<file path="config.mk">
export PLATFORM = sky130hd
export DESIGN_NAME = uart_rx_fifo
export DESIGN_NICKNAME = d
export VERILOG_FILES = /design/src/rtl/uart_rx_fifo.sv
export SDC_FILE = /design/constraint.sdc
export NUM_CORES = 1
export LEC_CHECK = 0
export ABC_CLOCK_PERIOD_IN_PS = 4500
export BUFFER_PORTS_ARGS = -buffer_cell sky130_fd_sc_hd__buf_4
export CAP_MARGIN = 20
export CELL_PAD_IN_SITES_DETAIL_PLACEMENT = 1
export CELL_PAD_IN_SITES_GLOBAL_PLACEMENT = 1
export CORE_MARGIN = 1.5
export CORE_UTILIZATION = 45
export CTS_CLUSTER_SIZE = 20
export DETAILED_ROUTE_END_ITERATION = 6
export PLACE_DENSITY = 0.76
export SETUP_SLACK_MARGIN = 0.2
export SLEW_MARGIN = 10
export SYNTH_ARGS = -nofsm -noshare
export SYNTH_HDL_FRONTEND = slang
export SYNTH_SLANG_ARGS = --single-unit
</file>
<file path="constraint.sdc">
create_clock -name sys_clk -period 4.5 [get_ports sys_clk]
set_clock_uncertainty 0.05 [all_clocks]
set_input_delay 0 -clock sys_clk [delete_from_list [all_inputs] [get_ports sys_clk]]
set_output_delay 0 -clock sys_clk [all_outputs]
set_load 0.005 [all_outputs]
</file>
<file path="src/rtl/uart_rx_fifo.sv">
// Oversampling UART receiver (3-sample majority vote, parity/stop/break checks) feeding a show-ahead FIFO.
// Good frames are written one cycle after the last stop-bit vote; a write into a full FIFO is dropped and pulses overrun.
module uart_rx_fifo_buf #(
    parameter int W     = 8,
    parameter int DEPTH = 16
) (
    input  logic                    i_clk,
    input  logic                    i_rst,
    input  logic                    i_wr_vld,
    input  logic [W-1:0]            i_wr_dat,
    input  logic                    i_rd_rdy,
    output logic                    o_rd_vld,
    output logic [W-1:0]            o_rd_dat,
    output logic [$clog2(DEPTH):0]  o_count,
    output logic                    o_wr_drop
);
    localparam int AW = $clog2(DEPTH);
    localparam logic [AW:0]   FULL_CNT = DEPTH[AW:0];
    localparam logic [AW:0]   CNT_ONE  = {{AW{1'b0}}, 1'b1};
    localparam logic [AW-1:0] PTR_ONE  = {{(AW-1){1'b0}}, 1'b1};

    logic [W-1:0]  r_mem [DEPTH];
    logic [AW-1:0] r_wr_ptr;
    logic [AW-1:0] r_rd_ptr;
    logic [AW:0]   r_count;
    logic          r_wr_drop;
    logic          w_empty;
    logic          w_full;
    logic          w_do_rd;
    logic          w_do_wr;

    assign w_empty = (r_count == '0);
    assign w_full  = (r_count == FULL_CNT);
    assign w_do_rd = i_rd_rdy && !w_empty;
    // A pop in the same cycle frees the slot, so a write into a full FIFO still lands.
    assign w_do_wr = i_wr_vld && (!w_full || w_do_rd);

    always_ff @(posedge i_clk) begin
        if (w_do_wr) begin
            r_mem[r_wr_ptr] <= i_wr_dat;
        end
    end

    always_ff @(posedge i_clk) begin
        if (i_rst) begin
            r_wr_ptr  <= '0;
            r_rd_ptr  <= '0;
            r_count   <= '0;
            r_wr_drop <= 1'b0;
        end else begin
            r_wr_drop <= i_wr_vld && w_full && !w_do_rd;
            if (w_do_wr) begin
                r_wr_ptr <= r_wr_ptr + PTR_ONE;
            end
            if (w_do_rd) begin
                r_rd_ptr <= r_rd_ptr + PTR_ONE;
            end
            if (w_do_wr && !w_do_rd) begin
                r_count <= r_count + CNT_ONE;
            end else if (w_do_rd && !w_do_wr) begin
                r_count <= r_count - CNT_ONE;
            end
        end
    end

    assign o_rd_vld  = !w_empty;
    assign o_rd_dat  = w_empty ? '0 : r_mem[r_rd_ptr];
    assign o_count   = r_count;
    assign o_wr_drop = r_wr_drop;
endmodule

module uart_rx_fifo #(
    parameter int SYS_CLK_FRE = 50_000_000,
    parameter int BPS         = 9600,
    parameter int OVERSAMPLE  = 16,
    parameter int DATA_BITS   = 8,
    parameter int PARITY      = 0,
    parameter int STOP_BITS   = 1,
    parameter int FIFO_DEPTH  = 16
) (
    input  logic                          sys_clk,
    input  logic                          sys_rst,
    input  logic                          uart_rxd,
    input  logic                          rd_en,
    output logic [DATA_BITS-1:0]          rd_data,
    output logic                          rd_valid,
    output logic [$clog2(FIFO_DEPTH):0]   fifo_count,
    output logic                          frame_err,
    output logic                          parity_err,
    output logic                          overrun,
    output logic                          break_det
);
    localparam int DIV   = SYS_CLK_FRE / (BPS * OVERSAMPLE);
    localparam int DIV_W = (DIV > 1) ? $clog2(DIV) : 1;
    localparam int OS_W  = $clog2(OVERSAMPLE);
    localparam int BIT_W = $clog2(DATA_BITS);

    localparam logic [DIV_W-1:0] DIV_LAST = DIV_W'(DIV - 1);
    localparam logic [DIV_W-1:0] DIV_ONE  = DIV_W'(1);
    localparam logic [OS_W-1:0]  OS_ONE   = OS_W'(1);
    localparam logic [OS_W-1:0]  T_S0     = OS_W'(OVERSAMPLE / 2 - 1);
    localparam logic [OS_W-1:0]  T_S1     = OS_W'(OVERSAMPLE / 2);
    localparam logic [OS_W-1:0]  T_S2     = OS_W'(OVERSAMPLE / 2 + 1);
    localparam logic [OS_W-1:0]  T_LAST   = OS_W'(OVERSAMPLE - 1);
    localparam logic [BIT_W-1:0] BIT_LAST = BIT_W'(DATA_BITS - 1);
    localparam logic [BIT_W-1:0] BIT_ONE  = BIT_W'(1);
    localparam logic             STOP_LAST = (STOP_BITS == 2);
    localparam logic             PAR_ODD   = (PARITY == 1);

    typedef enum logic [2:0] {S_IDLE, S_START, S_DATA, S_PAR, S_STOP, S_BREAK} state_t;

    state_t                r_state;
    state_t                w_next;
    logic                  r_sync1;
    logic                  r_sync2;
    logic                  r_prev;
    logic [DIV_W-1:0]      r_div_cnt;
    logic [OS_W-1:0]       r_smp_cnt;
    logic                  r_s0;
    logic                  r_s1;
    logic [DATA_BITS-1:0]  r_shift;
    logic [BIT_W-1:0]      r_bit_idx;
    logic                  r_stop_idx;
    logic                  r_par_err;
    logic                  r_stop_bad;
    logic                  r_zero;
    logic                  r_wr;
    logic [DATA_BITS-1:0]  r_wr_dat;
    logic                  r_frame_err;
    logic                  r_parity_err;
    logic                  w_fall;
    logic                  w_tick;
    logic                  w_mid;
    logic                  w_end;
    logic                  w_maj;
    logic                  w_restart;
    logic                  w_wr;
    logic                  w_ferr;
    logic                  w_perr;
    logic                  w_stop_bad;

    assign w_fall = r_prev && !r_sync2;
    assign w_tick = (r_div_cnt == DIV_LAST);
    assign w_mid  = w_tick && (r_smp_cnt == T_S2);
    assign w_end  = w_tick && (r_smp_cnt == T_LAST);
    assign w_maj  = (r_s0 & r_s1) | (r_s0 & r_sync2) | (r_s1 & r_sync2);

    always_ff @(posedge sys_clk) begin
        if (sys_rst) begin
            r_state <= S_IDLE;
        end else begin
            r_state <= w_next;
        end
    end

    always_comb begin
        w_next     = r_state;
        w_restart  = 1'b0;
        w_wr       = 1'b0;
        w_ferr     = 1'b0;
        w_perr     = 1'b0;
        w_stop_bad = r_stop_bad | ~w_maj;
        case (r_state)
            S_IDLE: begin
                if (w_fall) begin
                    w_next    = S_START;
                    w_restart = 1'b1;
                end
            end
            S_START: begin
                if (w_mid && w_maj) begin
                    w_next = S_IDLE;
                end else if (w_end) begin
                    w_next = S_DATA;
                end
            end
            S_DATA: begin
                if (w_end && (r_bit_idx == BIT_LAST)) begin
                    w_next = (PARITY != 0) ? S_PAR : S_STOP;
                end
            end
            S_PAR: begin
                if (w_end) begin
                    w_next = S_STOP;
                end
            end
            S_STOP: begin
                // Decide on the last vote of the final stop bit so a back-to-back start edge is still caught.
                if (w_mid && (r_stop_idx == STOP_LAST)) begin
                    if (r_zero && !w_maj) begin
                        w_next    = S_BREAK;
                        w_ferr    = 1'b1;
                        w_restart = 1'b1;
                    end else begin
                        w_next = S_IDLE;
                        w_ferr = w_stop_bad;
                        w_perr = r_par_err;
                        w_wr   = !w_stop_bad && !r_par_err;
                    end
                end
            end
            S_BREAK: begin
                if (!r_sync2) begin
                    w_restart = 1'b1;
                end else if (w_end) begin
                    w_next = S_IDLE;
                end
            end
            default: w_next = S_IDLE;
        endcase
    end

    always_ff @(posedge sys_clk) begin
        if (sys_rst) begin
            r_sync1      <= 1'b1;
            r_sync2      <= 1'b1;
            r_prev       <= 1'b1;
            r_div_cnt    <= '0;
            r_smp_cnt    <= '0;
            r_s0         <= 1'b0;
            r_s1         <= 1'b0;
            r_shift      <= '0;
            r_bit_idx    <= '0;
            r_stop_idx   <= 1'b0;
            r_par_err    <= 1'b0;
            r_stop_bad   <= 1'b0;
            r_zero       <= 1'b0;
            r_wr         <= 1'b0;
            r_wr_dat     <= '0;
            r_frame_err  <= 1'b0;
            r_parity_err <= 1'b0;
        end else begin
            r_sync1      <= uart_rxd;
            r_sync2      <= r_sync1;
            r_prev       <= r_sync2;
            r_wr         <= w_wr;
            r_wr_dat     <= r_shift;
            r_frame_err  <= w_ferr;
            r_parity_err <= w_perr;

            if (w_restart) begin
                r_div_cnt <= '0;
                r_smp_cnt <= '0;
            end else if (w_tick) begin
                r_div_cnt <= '0;
                r_smp_cnt <= r_smp_cnt + OS_ONE;
            end else begin
                r_div_cnt <= r_div_cnt + DIV_ONE;
            end

            if (w_tick && (r_smp_cnt == T_S0)) begin
                r_s0 <= r_sync2;
            end
            if (w_tick && (r_smp_cnt == T_S1)) begin
                r_s1 <= r_sync2;
            end

            if ((r_state == S_IDLE) && w_fall) begin
                r_bit_idx  <= '0;
                r_stop_idx <= 1'b0;
                r_par_err  <= 1'b0;
                r_stop_bad <= 1'b0;
                r_zero     <= 1'b1;
            end

            if (w_mid) begin
                case (r_state)
                    S_DATA: begin
                        r_shift <= {w_maj, r_shift[DATA_BITS-1:1]};
                        r_zero  <= r_zero & ~w_maj;
                    end
                    S_PAR: begin
                        r_par_err <= (^r_shift) ^ w_maj ^ PAR_ODD;
                        r_zero    <= r_zero & ~w_maj;
                    end
                    S_STOP: begin
                        r_stop_bad <= r_stop_bad | ~w_maj;
                        r_zero     <= r_zero & ~w_maj;
                    end
                    default: ;
                endcase
            end

            if (w_end && (r_state == S_DATA)) begin
                r_bit_idx <= r_bit_idx + BIT_ONE;
            end
            if (w_end && (r_state == S_STOP)) begin
                r_stop_idx <= 1'b1;
            end
        end
    end

    uart_rx_fifo_buf #(
        .W     (DATA_BITS),
        .DEPTH (FIFO_DEPTH)
    ) u_fifo (
        .i_clk     (sys_clk),
        .i_rst     (sys_rst),
        .i_wr_vld  (r_wr),
        .i_wr_dat  (r_wr_dat),
        .i_rd_rdy  (rd_en),
        .o_rd_vld  (rd_valid),
        .o_rd_dat  (rd_data),
        .o_count   (fifo_count),
        .o_wr_drop (overrun)
    );

    assign frame_err  = r_frame_err;
    assign parity_err = r_parity_err;
    assign break_det  = (r_state == S_BREAK);
endmodule
</file>
==> summary.txt, run 1 <==
Die
  • Die H: 135.5 um
  • Die span in x: 135.5 um
  • I/O pin cnt: 22
  • Core area: 0.01724 mm^2
  • Die area: 0.01835 mm^2
  • Initial core utilization: 45.80%
  • Std cell rows: 48

Synthesis
  • Number of distinct library cells after synthesis: 51
  • Mapped Nets: 552
  • Warnings, synthesis: 0
  • Post-Syn Instances: 530
  • Async SR Flop Fraction: 0%
  • Post-Syn Area: 0.007895 mm^2
  • Flops & latches, synth: 193
  • Avg Cell Area, Syn: 14.90 um^2
  • Top_reg_cell synth: edfxtp_1
  • Post-synth EDFFs: 128
  • Seq/Total Area, Yosys: 65.17%

Global route
  • GR Util All Layers: 18.54%
  • Grt ovf: 0
  • Pin count of the biggest net entering global routing: 52
  • Antenna violations before repair: 0
  • First-pass GRT wire length: 25150 um
  • Vias in the first global route: 4495

STA
  • Final hold violations: 0
  • Slew Viols, Final: 0
  • Max Freq: 271.3 MHz
  • Post-layout min period: 3.685 ns
  • Hold slack: 0.2435 ns
  • Setup Viol. Count Final: 0
  • RSZ-0062 raised after global routing: false
  • Worst Slack Setup Final: 0.8146 ns
  • Measured slew at the worst slew-check pin: 0.8809 ns
  • Final period util: 81.90%
  • Relative slew margins: 41.05%
  • TNS Setup: 0 ns

Route
  • Vias per cell: 5.401
  • 1st-pass router iterations: 4
  • Routed Antenna Nets: 0
  • Initial DRC Count: 334
  • DRC violations left: 0
  • WL/cell: 19.50 um
  • WL final: 15430 um
  • Via count: 4272

Pwr
  • Power Density: 473.7 mW/mm^2
  • Power Total: 0.004199 W
  • Part of the power in registers: 48.0%
  • Leakage: 3.090 nW
  • Comb pwr share: 16.9%
  • Net Sw Power: 0.001157 W
  • Clock power frac: 35.1%
  • Switching Fraction: 27.56%
  • Peak VDD IR: 0.3040 mV
  • Internal power: 0.003042 W

Status
  • Status: finished clean

Setup path
  • CP arrival: 3.96 ns
  • CP bufs+invs: 1
  • Family with the most delay on the worst path: simple AND/OR/NAND/NOR gates
  • Max incr delay on CP: 0.61 ns
  • Worst setup path class: reg2reg
  • Crit start category: flip-flop
  • Crit end category: flip-flop
  • CP max stage cell: nor4_1
  • Worst EP required: 4.78 ns
  • CP max FO: 12
  • Crit path cell chain: nor4_1, nand2_1, nand2_1, ha_1, inv_1, ha_1, nor2b_1, o21a_1, or3_1, a21oi_1, mux2_2

Clock network
  • Hold-fix buffers, CTS: 3
  • H-tree levels: 4
  • Post-CTS Setup Bufs: 0
  • CTS resizes: 0
  • Max clock buf depth: 2
  • Worst-path clk slew: 0.07 ns
  • CTS tree: done
  • Sink Count: 193
  • Worst-Skew Late Latency: 0.43 ns
  • Root buffer cell: clkbuf_16
  • CTS buffer count: 17

Hold path
  • Hold crit path type: in2reg

Place
  • Place WS: 0.8075 ns
  • Port Buffer Count: 21
  • Routability cong.: 0.7937
  • Post-DP HPWL: 10300 um

Finish
  • Fillers: 1648
  • Layout cells sized above 1: 20.14%
  • Final core occ: 51.43%
  • Nets: 575
  • Ant. Diodes: 0
  • Area added between synthesis and finish: 12.28%

Job
  • Max-cap violations: 0
## placed cells by master (no fill, tap or decap), drive strengths merged, types with 2 or more instances in the layout
master / instances
edfxtp: 128
dfxtp: 65
nor2: 63
mux4: 40
inv: 27
buf: 26
nand2: 20
a21oi: 17
ha: 17
clkbuf: 17
nand3: 15
xor2: 15
nor2b: 12
and2: 11
mux2i: 11
xnor2: 9
o21ai: 7
nor3: 6
nand2b: 5
nand4: 5
and3: 4
or2: 4
mux2: 4
or3: 3
o21a: 3
dlygate4sd3: 3
a31oi: 3
clkinv: 3
nor4: 2
nand4b: 2
nor4b: 2
a2111oi: 2
## registers in the layout, summed over array words and instances, names as in the netlist, 3 cells and up, named ones only
register,cells
r_state,3
r_bit_idx,3
r_div_cnt,9
u_fifo.r_mem,128
r_shift,8
r_wr_dat,8
u_fifo.o_count,5
u_fifo.r_wr_ptr,4
r_smp_cnt,4
u_fifo.r_rd_ptr,4
## metal layers
metal  track usage, %  part of all wire, %  wire (um)
met5                0                    0          0
met3            4.714                  2.4        377
met2            31.66                   53       8180
met1            23.52                   43       6708
met4            5.137                  1.0        158
## stage by stage
step,cells,instance area [um^2]
global route,791,8865
finish,791,8865
global placement,756,8252
detailed placement,756,8252
floorplan,530,7895
CTS,791,8865
## area by class of cell
type | instances | area [um^2] | area share (%)
clock inverters | 15 | 157.7 | 1.778
repair buffers | 29 | 225.2 | 2.541
multi-input cells | 296 | 2567 | 28.96
well taps | 225 | 281.5 | 3.176
flip-flops and latches | 193 | 5147 | 58.07
clock buffers | 17 | 425.4 | 4.799
inverters | 16 | 60.06 | 0.6775
## path summary, 6_finish.rpt
| kind | startpoint | endpoint | slack, ns | cells after the start |
|---|---|---|---|---|
| max | u_fifo.o_count[0]$_SDFFE_PP0P_ | u_fifo.o_count[4]$_SDFFE_PP0P_ | 0.81 | 11 |
| min | uart_rxd | r_sync1$_SDFF_PP1_ | 0.24 | 3 |
| max reg2reg | u_fifo.o_count[0]$_SDFFE_PP0P_ | u_fifo.o_count[4]$_SDFFE_PP0P_ | 0.81 | 11 |
| min reg2reg | r_sync1$_SDFF_PP1_ | r_sync2$_SDFF_PP1_ | 0.36 | 1 |
## cell usage after synthesis, types with 5 or more instances
library cell	n	area share [%]
inv_1	16	0.76
edfxtp_1	128	49
buf_2	5	0.32
nand2_1	20	0.95
and2_1	11	0.87
nand3_1	15	0.95
xnor2_1	9	1.0
nor2_1	62	2.9
nand4_1	5	0.40
xor2_1	15	1.7
mux2i_1	11	1.4
buf_1	5	0.24
mux4_2	40	11
nor2b_1	12	0.95
o21ai_0	6	0.38
nand2b_1	5	0.40
ha_1	17	2.7
a21oi_1	17	1.1
clkbuf_1	12	0.57
dfxtp_1	65	16
nor3_1	6	0.38
## worst min-delay path: cells and delay by family
kind / cells / cell delay, ns
AND/OR/NAND/NOR: 1 / 0.08
buffers and inverters: 2 / 0.61
## power groups by stage
stage	sequential, W	clock, W	combinational, W
after floorplan	0.00198	0	0.000563
after global placement	0.00205	0	0.000689
after detailed placement	0.00206	0	0.000712
after CTS	0.00202	0.00151	0.000719
after global routing	0.00203	0.00158	0.000772
final	0.00201	0.00147	0.000711
## cell families after synthesis
| logic type | Yosys count | share of synthesized area, % |
|---|---|---|
| compound gates | 39 | 3.186 |
| xor+xnor | 25 | 2.948 |
| fa+ha+maj | 19 | 3.090 |
| buf+inv | 41 | 2.314 |
| flops | 193 | 65.17 |
| mux | 55 | 13.38 |
| simple gates | 158 | 9.921 |
Note: power is estimated with default switching activity, not from simulation.
==> run 2: changes to the inputs <==
- ABC_CLOCK_PERIOD_IN_PS: 4500 -> 3380
- PLACE_DENSITY: 0.76 -> 0.79
- clock period: 4.5 -> 3.38 ns (I/O delays scaled with it)
==> run 2 against run 1 <==
Compared with the run above: clock power grew 35%; first-iteration DRC count is 39% lower; hold slack barely moved; die area unchanged; highest routed layer unchanged; critical path depth is the same; final area grew 0.54%; sequential share of layout area is 0.32 points lower; register-to-register slack got worse by 0.49 ns; combinational power is 48% higher.
==> summary.txt, run 2 (synthesis gave the netlist of run 1 again) <==
Pwr
  • Leakage: 3.099 nW
  • Peak VDD IR: 0.4014 mV
  • Power Density: 638.2 mW/mm^2

Route
  • Initial DRC Count: 205
  • Vias per cell: 5.469
  • Via count: 4342
  • 1st-pass router iterations: 4
  • DRC violations left: 0
  • M1 WL: 6764 um
  • Met3 WL: 435 um
  • Met2 WL: 8824 um
  • Routed Antenna Nets: 0
  • WL/cell: 20.60 um
  • Highest routed metal layer: met4
  • WL final: 16360 um

Setup path
  • Max incr delay on CP: 0.38 ns
  • Worst Reg2Reg Path Length in Cells: 11
  • CP arrival: 3.33 ns
  • Crit Reg-Reg Startpoint: u_fifo.o_count[0]$_SDFFE_PP0P_
  • Crit start category: flip-flop
  • CP max FO: 5
  • Crit end category: flip-flop
  • Crit path cell chain: nor4_4, nand2_1, nand2_2, ha_2, inv_1, ha_1, nor2b_1, o21a_1, or3_1, a21oi_1, mux2_2
  • Worst setup path class: reg2reg
  • Worst EP required: 3.66 ns
  • R2R Setup Slk: 0.32 ns
  • Worst R2R End: u_fifo.o_count[4]$_SDFFE_PP0P_
  • CP max stage cell: dfxtp_1

Global route
  • GR Util All Layers: 19.46%
  • First-pass GRT wire length: 26460 um
  • Grt ovf: 0
  • Antenna violations before repair: 0
  • Pin count of the biggest net entering global routing: 52
  • Vias in the first global route: 4788

Clock network
  • Max clock buf depth: 2
  • Root buffer cell: clkbuf_16
  • Post-CTS Setup Bufs: 0
  • CTS tree: done
  • Sink Count: 193
  • CTS buffer count: 17
  • H-tree levels: 4
  • Worst-Skew Late Latency: 0.44 ns
  • Worst-path clk slew: 0.08 ns

Finish
  • Number of flip-flops in the largest register: 128
  • Design Area, Final: 0.008912 mm^2
  • Area added between synthesis and finish: 12.88%
  • Commonest cells after routing, fill and taps aside: edfxtp_1, dfxtp_1, nor2_1
  • Most common cell after layout, fill and taps aside: edfxtp_1
  • Top Registers: u_fifo.r_mem: 128 flops, r_div_cnt: 9 flops
  • Layout cells sized above 1: 20.91%
  • Register bank with the most flops: u_fifo.r_mem
  • Ant. Diodes: 0
  • Nets: 578

Place
  • Port Buffer Count: 21
  • Post-DP Area: 0.008285 mm^2
  • Routability cong.: 0.8889
  • Post-DP HPWL: 10760 um

STA
  • Slew Viols, Final: 0
  • Measured slew at the worst slew-check pin: 0.8756 ns
  • TNS Setup: 0 ns
  • Max Freq: 327.2 MHz
  • Setup Viol. Count Final: 0
  • Final period util: 90.42%
  • Final hold violations: 0
  • Post-layout min period: 3.056 ns
  • Relative slew margins: 41.41%
  • RSZ-0062 raised after global routing: false

Hold path
  • Hold_sp: uart_rxd
  • Hold crit path type: in2reg
  • Min-Delay Endpoint: r_sync1$_SDFF_PP1_
  • Cells on Worst Hold Path: 3

Die
  • Die area: 0.01835 mm^2
  • Initial core utilization: 45.80%
  • Std cell rows: 48
  • Core area: 0.01724 mm^2
  • I/O pin cnt: 22
  • Die H: 135.5 um
  • Die span in x: 135.5 um

Status
  • Status: finished clean

Job
  • Max-cap violations: 0
-- run 2: what timing repair did --
| action | in CTS | in global routing |
|---|---|---|
| hold buffers | 3 | 0 |
| hold endpoints to repair | 38 | 0 |
| gates resized for setup | 1 | 3 |
| setup endpoints to repair | 1 | 1 |
| pin swaps | 0 | 0 |
-- run 2: report_power, final --
group	internal (W)	switching [W]	total, W
Sequential	0.00254	0.000119	0.00266
Combinational	0.000562	0.000493	0.00105
Clock	0.00104	0.000934	0.00198
Total	0.00414	0.00155	0.00569
-- run 2: per-stage QoR --
stage	util (%)	setup slack (ns)	total power, W	std cells	hold WS, ns
after floorplan	-	0.4698	0.003385	530	0.05381
after global placement	48.07	0.3075	0.003661	759	0.1365
after detailed placement	48.07	0.1044	0.003727	759	0.1422
after CTS	51.63	0.2224	0.005716	794	0.2306
after global routing	51.71	0.2170	0.005911	794	0.2436
final	51.71	0.3237	0.005688	794	0.2432
-- run 2: worst max-delay path, delay by kind of cell (launching register included) --
family / cells / cell delay, ns
AO/OA/AOI/OAI: 2 / 0.39
adder cells (fa/ha/maj): 2 / 0.53
buffers and inverters: 1 / 0.10
flip-flops: 1 / 0.38
multiplexers: 1 / 0.35
AND/OR/NAND/NOR: 5 / 1.13
-- run 2: how the worst max path moves through the flow --
stage                              startpoint                              to  slack, ns
2_1_floorplan  u_fifo.o_count[0]$_SDFFE_PP0P_  u_fifo.o_count[4]$_SDFFE_PP0P_       0.47
3_3_place_gp   u_fifo.o_count[0]$_SDFFE_PP0P_  u_fifo.o_count[4]$_SDFFE_PP0P_       0.31
3_5_place_dp   u_fifo.o_count[0]$_SDFFE_PP0P_  u_fifo.o_count[4]$_SDFFE_PP0P_       0.10
4_1_cts        u_fifo.o_count[0]$_SDFFE_PP0P_  u_fifo.o_count[4]$_SDFFE_PP0P_       0.22
5_1_grt        u_fifo.o_count[0]$_SDFFE_PP0P_  u_fifo.o_count[4]$_SDFFE_PP0P_       0.22
6_report       u_fifo.o_count[0]$_SDFFE_PP0P_  u_fifo.o_count[4]$_SDFFE_PP0P_       0.32
-- run 2: area by class of cell --
type | instances | area (um^2)
clock inverter | 14 | 147.6
fill | 1654 | 8324
inverter | 16 | 60.06
tap | 225 | 281.5
clock buffer | 18 | 429.2
sequential | 193 | 5146
timing repair buffer | 32 | 260.3
multi-input combinational | 296 | 2587
-- run 2: layer usage --
metal	vias to the layer above	track usage [%]
li1	2017	-
met1	2228	23.07
met2	76	34.81
met3	21	3.779
met4	0	7.766
met5	-	0
